$ cat src/rtl/multi_servo_pwm.sv
// Multi-channel hobby-servo PWM generator.
// One shared frame counter drives N_CH pulse comparators. Requested widths are clamped and
// held per channel; the generated width only changes at the frame boundary so every pulse
// is whole. Define SERVO_SLEW_EN to rate-limit width changes to SLEW_STEP ticks per frame.
module multi_servo_pwm #(
    parameter int unsigned N_CH       = 3,
    parameter int unsigned CLK_DIV    = 100,
    parameter int unsigned FRAME_US   = 20000,
    parameter int unsigned PW_MIN     = 1000,
    parameter int unsigned PW_MAX     = 2000,
    parameter int unsigned PW_NEUTRAL = 1500,
    parameter int unsigned SLEW_STEP  = 20
) (
    input  logic                 clk,
    input  logic                 rst,
    input  logic [11*N_CH-1:0]   pw_in,
    input  logic [N_CH-1:0]      pw_valid,
    input  logic [N_CH-1:0]      inhibit,
    output logic [N_CH-1:0]      pwm_out,
    output logic [11*N_CH-1:0]   pw_active,
    output logic                 frame_sync
);

    localparam int unsigned TickW = (CLK_DIV > 1) ? $clog2(CLK_DIV) : 1;
    localparam logic [TickW-1:0] TickLast  = TickW'(CLK_DIV - 1);
    localparam logic [14:0]      FrameLast = 15'(FRAME_US - 1);
    localparam logic [14:0]      PwMin15   = 15'(PW_MIN);
    localparam logic [14:0]      PwMax15   = 15'(PW_MAX);
    localparam logic [10:0]      PwMin     = 11'(PW_MIN);
    localparam logic [10:0]      PwMax     = 11'(PW_MAX);
    localparam logic [10:0]      PwNeutral = 11'(PW_NEUTRAL);

    logic [TickW-1:0] tick_cnt_q, tick_cnt_d;
    logic [14:0]      frame_cnt_q, frame_cnt_d;
    logic             frame_sync_q, frame_sync_d;
    logic [N_CH-1:0]  pwm_out_q, pwm_out_d;
    logic [10:0]      target_q [N_CH];
    logic [10:0]      target_d [N_CH];
    logic [10:0]      active_q [N_CH];
    logic [10:0]      active_d [N_CH];
    logic [10:0]      eff_target [N_CH];
    logic             tick;
    logic             frame_bound;

    // Clamp a raw request into the legal pulse window; widened so no compare can wrap.
    function automatic logic [10:0] clamp_pw(input logic [10:0] raw);
        logic [14:0] raw15;
        raw15 = {4'b0, raw};
        if (raw15 < PwMin15) begin
            return PwMin;
        end else if (raw15 > PwMax15) begin
            return PwMax;
        end
        return raw;
    endfunction

`ifdef SERVO_SLEW_EN
    // Step toward tgt by at most SLEW_STEP, landing exactly when close enough.
    function automatic logic [10:0] slew_to(input logic [10:0] cur, input logic [10:0] tgt);
        logic [14:0] c15;
        logic [14:0] t15;
        logic [14:0] step15;
        c15    = {4'b0, cur};
        t15    = {4'b0, tgt};
        step15 = 15'(SLEW_STEP);
        if (t15 >= c15) begin
            if (t15 - c15 <= step15) begin
                return tgt;
            end
            return 11'(c15 + step15);
        end
        if (c15 - t15 <= step15) begin
            return tgt;
        end
        return 11'(c15 - step15);
    endfunction
`endif

    // Tick prescaler and frame counter; the frame wrap edge is the only update point.
    always_comb begin
        tick         = (tick_cnt_q == TickLast);
        frame_bound  = tick && (frame_cnt_q == FrameLast);
        tick_cnt_d   = tick ? '0 : tick_cnt_q + TickW'(1);
        frame_cnt_d  = frame_cnt_q;
        if (tick) begin
            frame_cnt_d = frame_bound ? 15'd0 : frame_cnt_q + 15'd1;
        end
        frame_sync_d = frame_bound;
    end

    // Per-channel target capture, frame-boundary width update and pulse compare.
    always_comb begin
        for (int i = 0; i < N_CH; i++) begin
            target_d[i]   = target_q[i];
            eff_target[i] = inhibit[i] ? PwNeutral : target_q[i];
            active_d[i]   = active_q[i];
            pwm_out_d[i]  = (frame_cnt_q < {4'b0, active_q[i]});
            if (pw_valid[i]) begin
                target_d[i] = clamp_pw(pw_in[11*i +: 11]);
            end
            // Boundary uses the pre-edge target, so a same-edge request waits a frame.
            if (frame_bound) begin
`ifdef SERVO_SLEW_EN
                active_d[i] = slew_to(active_q[i], eff_target[i]);
`else
                active_d[i] = eff_target[i];
`endif
            end
        end
    end

    // State registers with synchronous reset taking priority over everything.
    always_ff @(posedge clk) begin
        if (rst) begin
            tick_cnt_q   <= '0;
            frame_cnt_q  <= '0;
            frame_sync_q <= 1'b0;
            pwm_out_q    <= '0;
            for (int i = 0; i < N_CH; i++) begin
                target_q[i] <= PwNeutral;
                active_q[i] <= PwNeutral;
            end
        end else begin
            tick_cnt_q   <= tick_cnt_d;
            frame_cnt_q  <= frame_cnt_d;
            frame_sync_q <= frame_sync_d;
            pwm_out_q    <= pwm_out_d;
            for (int i = 0; i < N_CH; i++) begin
                target_q[i] <= target_d[i];
                active_q[i] <= active_d[i];
            end
        end
    end

    assign pwm_out    = pwm_out_q;
    assign frame_sync = frame_sync_q;

    for (genvar g = 0; g < N_CH; g++) begin : g_act
        assign pw_active[11*g +: 11] = active_q[g];
    end

endmodule

$ cat config.mk
export PLATFORM = sky130hd
export DESIGN_NAME = multi_servo_pwm
export DESIGN_NICKNAME = d
export VERILOG_FILES = /design/src/rtl/multi_servo_pwm.sv
export SDC_FILE = /design/constraint.sdc
export NUM_CORES = 1
export LEC_CHECK = 0
export BUFFER_PORTS_ARGS = -buffer_cell sky130_fd_sc_hd__buf_2
export CAP_MARGIN = 20
export CELL_PAD_IN_SITES_DETAIL_PLACEMENT = 1
export CELL_PAD_IN_SITES_GLOBAL_PLACEMENT = 2
export CORE_MARGIN = 2
export CORE_UTILIZATION = 37
export CTS_BUF_LIST = sky130_fd_sc_hd__clkbuf_2 sky130_fd_sc_hd__clkbuf_4 sky130_fd_sc_hd__clkbuf_8
export CTS_CLUSTER_SIZE = 30
export DETAILED_ROUTE_END_ITERATION = 8
export GPL_ROUTABILITY_DRIVEN = 1
export PLACE_DENSITY_LB_ADDON = 0.3
export SYNTH_ARGS = -nofsm -noshare
export SYNTH_HDL_FRONTEND = slang
export SYNTH_SLANG_ARGS = --single-unit
$ cat constraint.sdc
create_clock -name clk -period 6 [get_ports clk]
set_input_delay 0.9 -clock clk [delete_from_list [all_inputs] [get_ports clk]]
set_output_delay 0.9 -clock clk [all_outputs]
set_load 0.005 [all_outputs]
==> metrics.md, run 1 <==
| Metric | Value |
|---|---|
| Detailed Route Iter0 Violations | `approximately 130` |
| Leakage | `2.32 nW` |
| Critical R2R Capture | `frame_cnt_q[12]` |
| Number of synthesized flops with an enable pin | `0` |
| Maximum fanout along the worst path | `36` |
| Post-CTS Resized | `0` |
| Core Util, Final | `43.2%` |
| Area growth syn-to-layout | `14.2%` |
| Fill cells | `roughly 1,500` |
| GRT Total Usage | `19.2%` |
| Worst setup SP type | `flip-flop` |
| Crit path kind | `reg2reg` |
| Setup crit end kind | `flip-flop` |
| Initial Util | `approximately 38%` |
| CTS root buf | `clkbuf_8` |
| FF/Latch Area | `1840 um2` |
| Hold Startpoint | `tick_cnt_q[0]` |
| Yosys cell types | `50` |
| CTS tree | `built` |
| IO Port Bufs | `77` |
| Total wire length | `12.0 mm` |
| DR vias/cell | `around 5.3` |
| Net Count, Synth | `608` |
| Post-CTS Setup Repair Bufs | `0` |
| Total Die Area | `13,200 um2` |
| Die height | `115 um` |
| Routed Antenna Nets | `0` |
| R2R Path Start | `frame_cnt_q[0]` |
| Fin cells | `754` |
| NumNets Final | `675` |
| GPL Wtd Cong | `0.762` |
| Critical-path cell with the highest stage delay | `or4_4` |
| RSZ-0062 raised after global routing | `false` |
| Crit path required time | `about 6.2 ns` |
| Initial antenna violation count | `0` |
| Worst Hold Depth | `1` |
| Clk sinks | `92` |
| Clk buf depth | `2` |
| Mapped Cells | `roughly 540` |
| H-tree depth | `3` |
| Synth Register Bits | `92` |
| Hold Slack | `0.451 ns` |
| Setup TNS | `0 ns` |
| Fin crit period | `around 2.5 ns` |
| Ports | `between 70 and 80` |
| Fin. Hold Viols | `0` |
| Cell Area, Synth | `4550 um2` |
| Max cap viols | `0` |
| Reg2Reg Depth | `6` |
| Routed via count | `between 3,000 and 4,000` |
| Routed length per instance | `15.9 um` |
| CP max stage delay | `just over 0.8 ns` |
| Main synth FF type | `dfxtp_1` |
| Core Rows | `40` |
| Reg2Reg Setup Slack | `3.45 ns` |
| Period utilization | `42.4%` |
| Cts bufs inserted | `9` |
| Clock latency on the worst-skew pair | `0.37 ns` |
| Diodes inserted | `0` |
| Top post-synthesis cells by area | `dfxtp_1 40%, ha_1 8.8%, nor2_1 6.2%` |
| Mapped Avg Cell Area | `8.50 um2` |
| Worst hold path type | `reg2reg` |
| First drt pass iteration count | `4` |
| FMAX | `393 MHz` |
| Hold worst-path end | `tick_cnt_q[0]` |
| Share of cells above drive strength 1 | `roughly a fifth` |
| Status | `completed` |
| Crit-path cells | `ha_1 -> and3_1 -> nand3_4 -> or4_4 -> nand2_1 -> nor2_1` |
| Worst-path clk slew | `roughly 0.09 ns` |
| Hold-fix buffers, CTS | `0` |
| Die W | `115 um` |
| GRT overflow | `0` |
| Worst vdd rail ir drop | `0.000160 V` |
| Tot Pwr | `1.10 mW` |
| Sequential area share after synthesis | `40.5%` |
| Vias in the first global route | `4,044` |
| First-pass GRT wire length | `about 20 mm` |
| Post-synth top area share | `40.5%` |
| Yosys top cell by area | `dfxtp_1` |
| Synth warnings | `0` |
| Core ar. | `12,000 um2` |
| WP data arrival | `2.79 ns` |
| Max-slew headroom | `49.9%` |
| Number of remaining DRC errors | `0` |
| Area of the multi-input gates | `2430 um2` |
| Placed cells | `738` |
| Slew of the pin with the lowest slew margin | `0.751 ns` |
| Post-synth ARST share | `0%` |
| Largest net degree at the start of global routing | `46` |
| Setup Skew | `0.00836 ns` |
| Hpwl dp | `8.84 mm` |
| Pwr dens | `212 nW/um2` |
| Max-slew violations | `0` |
| Setup violators final | `0` |
-- Yosys cell counts, types with 3 or more instances --
master / n
ha_1: 32
a2111oi_0: 3
nand2_1: 32
nor3_1: 21
nand3_1: 14
nor2b_1: 8
dfxtp_1: 92
mux2i_1: 5
nand4_1: 5
nor3_2: 16
inv_1: 40
a21o_1: 7
clkbuf_1: 16
and4_1: 4
nor4b_1: 5
xor2_1: 5
buf_2: 4
a211oi_1: 3
a21oi_1: 39
xnor2_1: 13
o21ai_1: 16
o21ai_0: 27
nor2_1: 75
and3_1: 8
nand3b_1: 12
-- worst max-delay path, delay by kind of cell, from the launching register on --
family        cells  cell delay, ns
simple gates      5            1.70
flops             1            0.47
fa+ha+maj         1            0.23
-- flip-flops by register name (all words and copies together), names as in the netlist --
register     cells
tick_cnt_q       7
pwm_out          3
target_q        33
active_q        33
frame_sync       1
frame_cnt_q     15
-- kinds of logic after synthesis --
kind of cell	Yosys count	synth area share (%)
AOI/OAI and AO/OA	110	14.1
xor gates and xnor gates	18	3.47
adders and majority gates	32	8.80
muxes	5	1.10
buffers and inverters	64	6.05
and+or+nand+nor	214	26.0
DFF	92	40.5
-- per-layer routing --
layer  wire (um)  track usage [%]  part of all wire (%)
met5           0                0                     0
met4         112             3.69                  0.93
met3         507             5.22                   4.2
met2        5860             32.8                    49
met1        5510             24.5                    46
-- stage by stage --
step	cell area, um2	setup slack (ns)
floorplan	4550	3.62
global placement	5020	3.19
detailed placement	5020	3.14
CTS	5190	3.41
global route	5190	3.32
finish	5190	3.45
-- worst max path at each step --
stage	start	endpoint	slack, ns	cells past startpoint
floorplan	pw_in[16]	target_q[0][17]	3.62	5
global placement	rst	target_q[0][22]	3.19	6
detailed placement	rst	target_q[0][23]	3.14	6
CTS	frame_cnt_q[0]	frame_cnt_q[13]	3.41	6
global route	frame_cnt_q[0]	frame_cnt_q[12]	3.32	6
finish	frame_cnt_q[0]	frame_cnt_q[12]	3.45	6
-- cell type report --
cell class | instances | area share, %
repair buffers | 80 | 7.85
multi-input cells | 379 | 46.8
well taps | 147 | 3.54
clock inverters | 2 | 0.193
inverters | 40 | 2.89
flip-flops and latches | 92 | 35.5
clock buffers | 14 | 3.23
-- cell usage in the layout (no fill, tap or decap), types with 2 or more instances in the layout --
cell type	netlist	final
o31ai_1	2	2
clkbuf_4	0	4
nor4_1	2	2
o21ai_1	16	16
nand3_1	14	14
nor3_2	16	16
xor2_1	5	5
buf_4	1	3
and3_1	8	8
nor2b_1	8	8
or3_1	2	2
a221o_1	2	2
nor4b_1	5	5
o21ai_0	27	27
a21o_1	7	7
a21oi_1	39	39
nand3b_1	12	12
inv_1	40	40
clkinv_2	0	2
a211oi_1	3	3
a31o_2	2	2
ha_1	32	32
buf_2	4	77
xnor2_1	13	13
dfxtp_1	92	92
a2111oi_0	3	3
a22oi_1	2	2
o311a_1	2	2
clkbuf_8	0	10
mux2i_1	5	5
and4_1	4	4
nor3_1	21	21
nand2_1	32	32
nand4_1	5	5
nor2_1	75	75
-- power by group --
group	switching [mW]	leakage (nW)	internal (mW)
Combinational	0.0447	1.47	0.0292
Sequential	0.00925	0.750	0.626
Clock	0.213	0.0981	0.180
Total	0.267	2.32	0.835
No activity file was read; power rests on OpenSTA's default activity.
==> run 2: changes to the inputs <==
--- a/config.mk
+++ b/config.mk
@@ -5,12 +5,13 @@
 export SDC_FILE = /design/constraint.sdc
 export NUM_CORES = 1
 export LEC_CHECK = 0
+export ABC_AREA = 1
 export BUFFER_PORTS_ARGS = -buffer_cell sky130_fd_sc_hd__buf_2
 export CAP_MARGIN = 20
 export CELL_PAD_IN_SITES_DETAIL_PLACEMENT = 1
 export CELL_PAD_IN_SITES_GLOBAL_PLACEMENT = 2
 export CORE_MARGIN = 2
-export CORE_UTILIZATION = 37
+export CORE_UTILIZATION = 33
 export CTS_BUF_LIST = sky130_fd_sc_hd__clkbuf_2 sky130_fd_sc_hd__clkbuf_4 sky130_fd_sc_hd__clkbuf_8
 export CTS_CLUSTER_SIZE = 30
 export DETAILED_ROUTE_END_ITERATION = 8
==> constraint.sdc (replaced) <==
create_clock -name clk -period 2.45 [get_ports clk]
set_input_delay 0.3675 -clock clk [delete_from_list [all_inputs] [get_ports clk]]
set_output_delay 0.3675 -clock clk [all_outputs]
set_load 0.005 [all_outputs]
==> run 2 against run 1 <==
Compared with the run above: worst hold slack lost 0.23 ns; worst setup slack lost 2.9 ns; first-iteration DRC count grew 20%; non-clock buffer count grew 1; total power grew 150%; synthesized cell count grew 26%; highest routed layer unchanged.
==> metrics.md, run 2 <==
| Metric | Value |
|---|---|
| Setup crit end kind | `flip-flop` |
| Cell Area, Synth | `4900 um2 (+7.8%)` |
| Post-synth top area share | `37.6% (-2.9 points)` |
| DR vias/cell | `4.89 (-7.2%)` |
| Cell with the most instances after synthesis | `nand2_1` |
| Largest net degree at the start of global routing | `45 (-2.2%)` |
| GRT Total Usage | `18.1% (-1.1 points)` |
| Placed Area | `5440 um2 (+8.4%)` |
| Slew of the pin with the lowest slew margin | `0.582 ns (-0.169 ns)` |
| Core Rows | `44 (+10%)` |
| Sw Pwr | `696 uW (+160%)` |
| Detailed Route Iter0 Violations | `153 (+20%)` |
| Worst setup SP type | `flip-flop` |
| Fin. Hold Viols | `0 (unchanged)` |
| Hold Slack | `0.225 ns (-0.226 ns)` |
| Sequential area share after synthesis | `37.6% (-2.9 points)` |
| Routed length per instance | `14.6 um (-8.0%)` |
| Synth warnings | `0 (unchanged)` |
| Net Count, Synth | `745 (+23%)` |
| Crit path kind | `reg2reg` |
| Fin area | `5620 um2 (+8.2%)` |
| Maximum fanout along the worst path | `44 (+22%)` |
| Clk sinks | `92 (unchanged)` |
| Leakage | `2.83 nW (+22%)` |
| GPL Wtd Cong | `0.767 (+0.66%)` |
| Hpwl dp | `10.5 mm (+19%)` |
| Commonest cells after routing, fill and taps aside | `169 x nand2_1, 92 x dfxtp_1, 88 x nor2_1` |
| First drt pass iteration count | `4 (unchanged)` |
| Yosys top cell by area | `dfxtp_1` |
| Vias in the first global route | `4,722 (+17%)` |
| Area growth syn-to-layout | `14.6%` |
| Combinational power share | `7.7% (+1.0 points)` |
| Reg2Reg Setup Slack | `0.51 ns (-2.94 ns)` |
| Fin cells | `933 (+24%)` |
| R2R Path Start | `frame_cnt_q[1]` |
| Critical R2R Capture | `active_q[0][15]` |
| Clock latency on the worst-skew pair | `0.38 ns (about the same)` |
| Initial antenna violation count | `0 (unchanged)` |
| Core ar. | `14,500 um2 (+21%)` |
| Worst Path Buf+Inv | `0 (unchanged)` |
| Status | `completed` |
| Die height | `126 um (+9.6%)` |
| Setup Skew | `0.00677 ns (-0.00159 ns)` |
| Sw Share | `25.4% (+1.2 points)` |
| Initial Util | `33.7% (-4.1 points)` |
| Commonest non-fill, non-tap cell in the layout | `nand2_1` |
| CTS root buf | `clkbuf_8` |
| FMAX | `516 MHz (+31%)` |
| Critical-path cell with the highest stage delay | `dfxtp_1` |
| Number of synthesized flops with an enable pin | `0 (unchanged)` |
| Max cap viols | `0 (unchanged)` |
| Synth Register Bits | `92 (unchanged)` |
| Max-slew violations | `0 (unchanged)` |
| Power share of the clock group | `35.4% (-0.2 points)` |
| Pwr dens | `488 nW/um2 (+130%)` |
| H-tree depth | `3 (unchanged)` |
| Reg2Reg Depth | `5 (-1)` |
| Share of cells above drive strength 1 | `18.8% (-0.94 points)` |
| Ports | `78 (unchanged)` |
| Post-CTS Resized | `0 (unchanged)` |
| Routed via count | `4,567 (+15%)` |
| Crit path from | `frame_cnt_q[1]` |
| Period utilization | `79.1% (+37 points)` |
| Mapped Avg Cell Area | `7.29 um2 (-14%)` |
| Routed Antenna Nets | `0 (unchanged)` |
| Crit-path cells | `ha_1 -> nand3_2 -> nor2_2 -> nand3_4 -> o211ai_1` |
| Internal power | `2.04 mW (+140%)` |
| Diodes inserted | `0 (unchanged)` |
| IO Port Bufs | `77 (unchanged)` |
| CTS tree | `built` |
| Top post-synthesis cells by area | `dfxtp_1 38%, nand2_1 13%, ha_1 8.2%` |
| Total Die Area | `15,800 um2 (+20%)` |
| Number of remaining DRC errors | `0 (unchanged)` |
| RSZ-0062 raised after global routing | `false` |
| Pre-CTS WS | `0.497 ns (-2.65 ns)` |
| Max-slew headroom | `61.1% (+11 points)` |
| Die W | `126 um (+9.6%)` |
| Fin crit period | `1.94 ns (-0.608 ns)` |
| Setup TNS | `0 ns (unchanged)` |
| Cts bufs inserted | `9 (unchanged)` |
| Post-CTS Setup Repair Bufs | `0 (unchanged)` |
| Sequential share of power | `56.9% (-0.7 points)` |
| Yosys cell types | `37 (-26%)` |
| Largest regs | `active_q x33, target_q x33, frame_cnt_q x15` |
| Cell family with most CP delay | `simple AND/OR/NAND/NOR gates` |
| Total wire length | `13.6 mm (+14%)` |
| Most instantiated cells after synthesis | `169 x nand2_1, 92 x dfxtp_1, 88 x nor2_1, 75 x inv_1, 43 x nand3_1` |
| GRT overflow | `0 (unchanged)` |
| WP data arrival | `2.23 ns (-0.56 ns)` |
| Worst-path clk slew | `0.09 ns (about the same)` |
| Mapped Cells | `672 (+26%)` |
| Placed cells | `917 (+24%)` |
| Worst vdd rail ir drop | `0.000183 V (+15%)` |
| Setup violators final | `0 (unchanged)` |
| CP max stage delay | `0.48 ns (-0.34 ns)` |
| First-pass GRT wire length | `23.0 mm (+15%)` |
| Crit path required time | `2.74 ns (-3.50 ns)` |
| Clk buf depth | `2 (unchanged)` |
| Worst hold path type | `in2reg` |
| Instance count on the critical path | `5 (-1)` |
| Main synth FF type | `dfxtp_1` |
| Hold-fix buffers, CTS | `0 (unchanged)` |
| Fill cells | `1,884 (+29%)` |
| Setup ws final | `0.512 ns (-2.94 ns)` |
| Critical path destination | `active_q[0][15]` |
| Post-synth ARST share | `0% (unchanged)` |
| NumNets Final | `817 (+21%)` |
run 2: through the flow:
| stage | power (mW) | utilization (%) |
|---|---|---|
| final | 2.74 | 38.7 |
| after global placement | 1.80 | 37.4 |
| after global routing | 2.89 | 38.7 |
| after detailed placement | 1.81 | 37.4 |
| after floorplan | 1.72 | - |
| after CTS | 2.80 | 38.7 |
run 2: worst min-delay path by stage:
stage                    startpoint         endpoint  slack, ns  cells past startpoint
finish                    pw_in[24]  target_q[0][24]       0.23                      3
global route              pw_in[18]  target_q[0][18]       0.23                      3
CTS                       pw_in[24]  target_q[0][24]       0.21                      3
detailed placement  target_q[0][26]  target_q[0][26]       0.46                      2
global placement      tick_cnt_q[0]    tick_cnt_q[0]       0.44                      1
floorplan             tick_cnt_q[0]    tick_cnt_q[0]       0.43                      1
run 2: per-layer routing:
layer	vias to the layer above	global-route usage (%)	routed length, um
li1	2323	-	-
met1	2163	23.5	6460
met2	65	30.0	6520
met3	16	2.97	383
met4	0	7.18	267
met5	-	0	0
run 2: area by class of cell:
| cell class | instances | area, um2 | share of cell area, % |
|---|---|---|---|
| Sequential cell | 92 | 1840 | 32.8 |
| Inverter | 79 | 298 | 5.30 |
| Clock inverter | 4 | 23.8 | 0.423 |
| Clock buffer | 12 | 159 | 2.83 |
| Timing Repair Buffer | 81 | 428 | 7.62 |
| Tap cell | 184 | 230 | 4.10 |
| Multi-Input combinational cell | 481 | 2640 | 46.9 |
run 2: cell families after synthesis:
family / count (synthesis) / synth area share [%]
compound gates: 108 / 14.8
xor+xnor: 4 / 0.715
fa+ha+maj: 32 / 8.17
buf+inv: 99 / 8.63
flops: 92 / 37.6
simple gates: 337 / 30.1
run 2: worst min-delay path, stage by stage:
cell,delay [ns]
buf_2,0.09
nand3_1,0.07
nand2_1,0.05
run 2: power by group through the flow:
stage / clock network [mW] / logic, mW / registers [mW]
after global placement: 0 / 0.208 / 1.59
after detailed placement: 0 / 0.215 / 1.59
after floorplan: 0 / 0.131 / 1.59
final: 0.969 / 0.211 / 1.56
after global routing: 1.08 / 0.245 / 1.57
after CTS: 1.02 / 0.216 / 1.56
==> run 3: changes to the inputs <==
==> constraint.sdc (replaced) <==
create_clock -name clk -period 1.9 [get_ports clk]
set_input_delay 0.285 -clock clk [delete_from_list [all_inputs] [get_ports clk]]
set_output_delay 0.285 -clock clk [all_outputs]
set_load 0.005 [all_outputs]
==> run 3 against run 2 <==
Compared with the run above: sequential share of layout area fell by 0.83 points; cell area rose by 2.6%; clock skew up 0.0034 ns; final cell count increased by 1.1%; core utilization up 1.0 points; clock-buffer cell count is 1 higher; register-to-register slack got worse by 0.33 ns; non-clock buffer count up 10; worst hold slack got worse by 0.072 ns; critical path type unchanged; critical endpoint is now pwm_out[1].
==> metrics.md, run 3 (synthesized netlist as in run 2, its figures left out) <==
| Metric | Value |
|---|---|
| Status | `completed` |
| Vias in the first global route | `4,748 (+0.55%)` |
| GRT Total Usage | `17.9% (-0.20 points)` |
| Post-CTS Setup Repair Bufs | `0 (unchanged)` |
| Initial Util | `33.7% (unchanged)` |
| Largest net degree at the start of global routing | `44 (-2.2%)` |
| Core Rows | `44 (unchanged)` |
| Diodes inserted | `0 (unchanged)` |
| Setup crit end kind | `flip-flop` |
| Leakage | `2.91 nW (+2.7%)` |
| First drt pass iteration count | `4 (unchanged)` |
| Period utilization | `90.3% (+11 points)` |
| Worst vdd rail ir drop | `0.000271 V (+48%)` |
| Commonest cells after routing, fill and taps aside | `169 x nand2_1, 92 x dfxtp_1, 88 x nor2_1` |
| Number of remaining DRC errors | `0 (unchanged)` |
| Max-slew headroom | `68.2% (+7.0 points)` |
| Routed Antenna Nets | `0 (unchanged)` |
| Pwr dens | `669 nW/um2 (+37%)` |
| Slew of the pin with the lowest slew margin | `0.477 ns (-0.105 ns)` |
| GRT overflow | `0 (unchanged)` |
| Clk sinks | `92 (unchanged)` |
| Worst-path clk slew | `0.09 ns (about the same)` |
| Fin. Hold Viols | `0 (unchanged)` |
| Crit path required time | `2.21 ns (-0.53 ns)` |
| Fin crit period | `1.71 ns (-0.223 ns)` |
| Routed via count | `4,580 (+0.28%)` |
| Die height | `126 um (unchanged)` |
| Clk buf depth | `2 (unchanged)` |
| Setup Skew | `0.0102 ns (+0.00343 ns)` |
| Crit path kind | `reg2reg` |
| Hpwl dp | `10.8 mm (+2.9%)` |
| IO Port Bufs | `77 (unchanged)` |
| Hold worst-path end | `target_q[0][18]` |
| Post-CTS Resized | `0 (unchanged)` |
| Ports | `78 (unchanged)` |
| Reg2Reg Depth | `9 (+4)` |
| Critical R2R Capture | `pwm_out[1]` |
| Area growth syn-to-layout | `17.6%` |
| Worst hold path type | `in2reg` |
| R2R Path Start | `frame_cnt_q[4]` |
| Hold-fix buffers, CTS | `0 (unchanged)` |
| Clock latency on the worst-skew pair | `0.37 ns (about the same)` |
| Largest regs | `active_q x33, target_q x33, frame_cnt_q x15` |
| CTS root buf | `clkbuf_8` |
| Max cap viols | `0 (unchanged)` |
| Share of cells above drive strength 1 | `19.9% (+1.1 points)` |
| Setup TNS | `0 ns (unchanged)` |
| Routed length per instance | `14.6 um (-0.27%)` |
| FMAX | `583 MHz (+13%)` |
| Max-slew violations | `0 (unchanged)` |
| Total wire length | `13.7 mm (+0.80%)` |
| GPL Wtd Cong | `0.853 (+11%)` |
| Hold Slack | `0.153 ns (-0.0720 ns)` |
| WP data arrival | `2.03 ns (-0.20 ns)` |
| Cts bufs inserted | `9 (unchanged)` |
| Maximum fanout along the worst path | `7 (-84%)` |
| First-pass GRT wire length | `23.1 mm (+0.45%)` |
| Initial antenna violation count | `0 (unchanged)` |
| Setup violators final | `0 (unchanged)` |
| Detailed Route Iter0 Violations | `162 (+5.9%)` |
| Total Die Area | `15,800 um2 (unchanged)` |
| Worst Hold Depth | `3 (unchanged)` |
| Core ar. | `14,500 um2 (unchanged)` |
| Commonest non-fill, non-tap cell in the layout | `nand2_1` |
| H-tree depth | `3 (unchanged)` |
| DR vias/cell | `4.86 (-0.78%)` |
| Die W | `126 um (unchanged)` |
| Reg2Reg Setup Slack | `0.19 ns (-0.33 ns)` |
| CTS tree | `built` |
| NumNets Final | `827 (+1.2%)` |
| Hold Startpoint | `pw_in[18]` |
| Fill cells | `1,869 (-0.80%)` |
| Worst setup SP type | `flip-flop` |
| RSZ-0062 raised after global routing | `false` |
run 3: cell types whose count changed in the layout (fill, tap and decap cells not counted), sizes merged:
cell / before / now
buf: 81 / 91
clkinv: 6 / 2
bufinv: 0 / 2
clkbuf: 12 / 13
clkinvlp: 0 / 1
run 3: final cells by class:
| type | instances | area, um2 | area share, % |
|---|---|---|---|
| Multi-Input combinational cell | 481 | 2640 | 45.8 |
| Sequential cell | 92 | 1840 | 32.0 |
| Timing Repair Buffer | 91 | 515 | 8.94 |
| Inverter | 79 | 298 | 5.17 |
| Tap cell | 184 | 230 | 3.99 |
| Clock buffer | 13 | 173 | 3.00 |
| Clock inverter | 3 | 67.6 | 1.17 |
run 3: through the flow:
step | power (mW) | utilization, % | area, um2 | cells | setup slack [ns]
detailed placement | 2.34 | 38.0 | 5520 | 927 | 0.186
finish | 3.86 | 39.7 | 5760 | 943 | 0.185
floorplan | 2.22 | - | 4900 | 672 | 0.411
global placement | 2.33 | 38.0 | 5520 | 927 | 0.234
global route | 4.05 | 39.7 | 5760 | 943 | 0.0358
CTS | 3.93 | 39.7 | 5760 | 943 | 0.155
run 3: worst max-delay path by stage:
stage / slack (ns) / depth (start not counted) / endpoint / startpoint
after floorplan: 0.41 / 9 / active_q[0][23] / frame_cnt_q[1]
after global placement: 0.23 / 9 / pwm_out[1] / frame_cnt_q[4]
after detailed placement: 0.19 / 9 / pwm_out[1] / frame_cnt_q[4]
after CTS: 0.16 / 9 / pwm_out[1] / frame_cnt_q[4]
after global routing: 0.04 / 9 / pwm_out[1] / frame_cnt_q[4]
final: 0.19 / 9 / pwm_out[1] / frame_cnt_q[4]
run 3: report_power, final:
part / total [mW] / leakage (nW) / switching [mW] / internal [mW]
clock: 1.57 / 0.119 / 0.702 / 0.865
sequential: 2.01 / 0.752 / 0.0301 / 1.98
combinational: 0.280 / 2.04 / 0.176 / 0.104
total: 3.86 / 2.91 / 0.908 / 2.95
run 3: critical path, cell delays in order (launching register included):
cell	delay, ns
dfxtp_1	0.57
buf_4	0.21
ha_1	0.24
a21oi_1	0.18
nor2_1	0.06
nor2_1	0.08
nand3_1	0.09
nand2_1	0.07
nand2_1	0.06
nor2_1	0.10
run 3: routing by layer:
layer	routed length, um	GRT usage [%]
met4	136	4.65
met2	6500	30.6
met5	0	0
met3	438	3.44
met1	6670	23.2
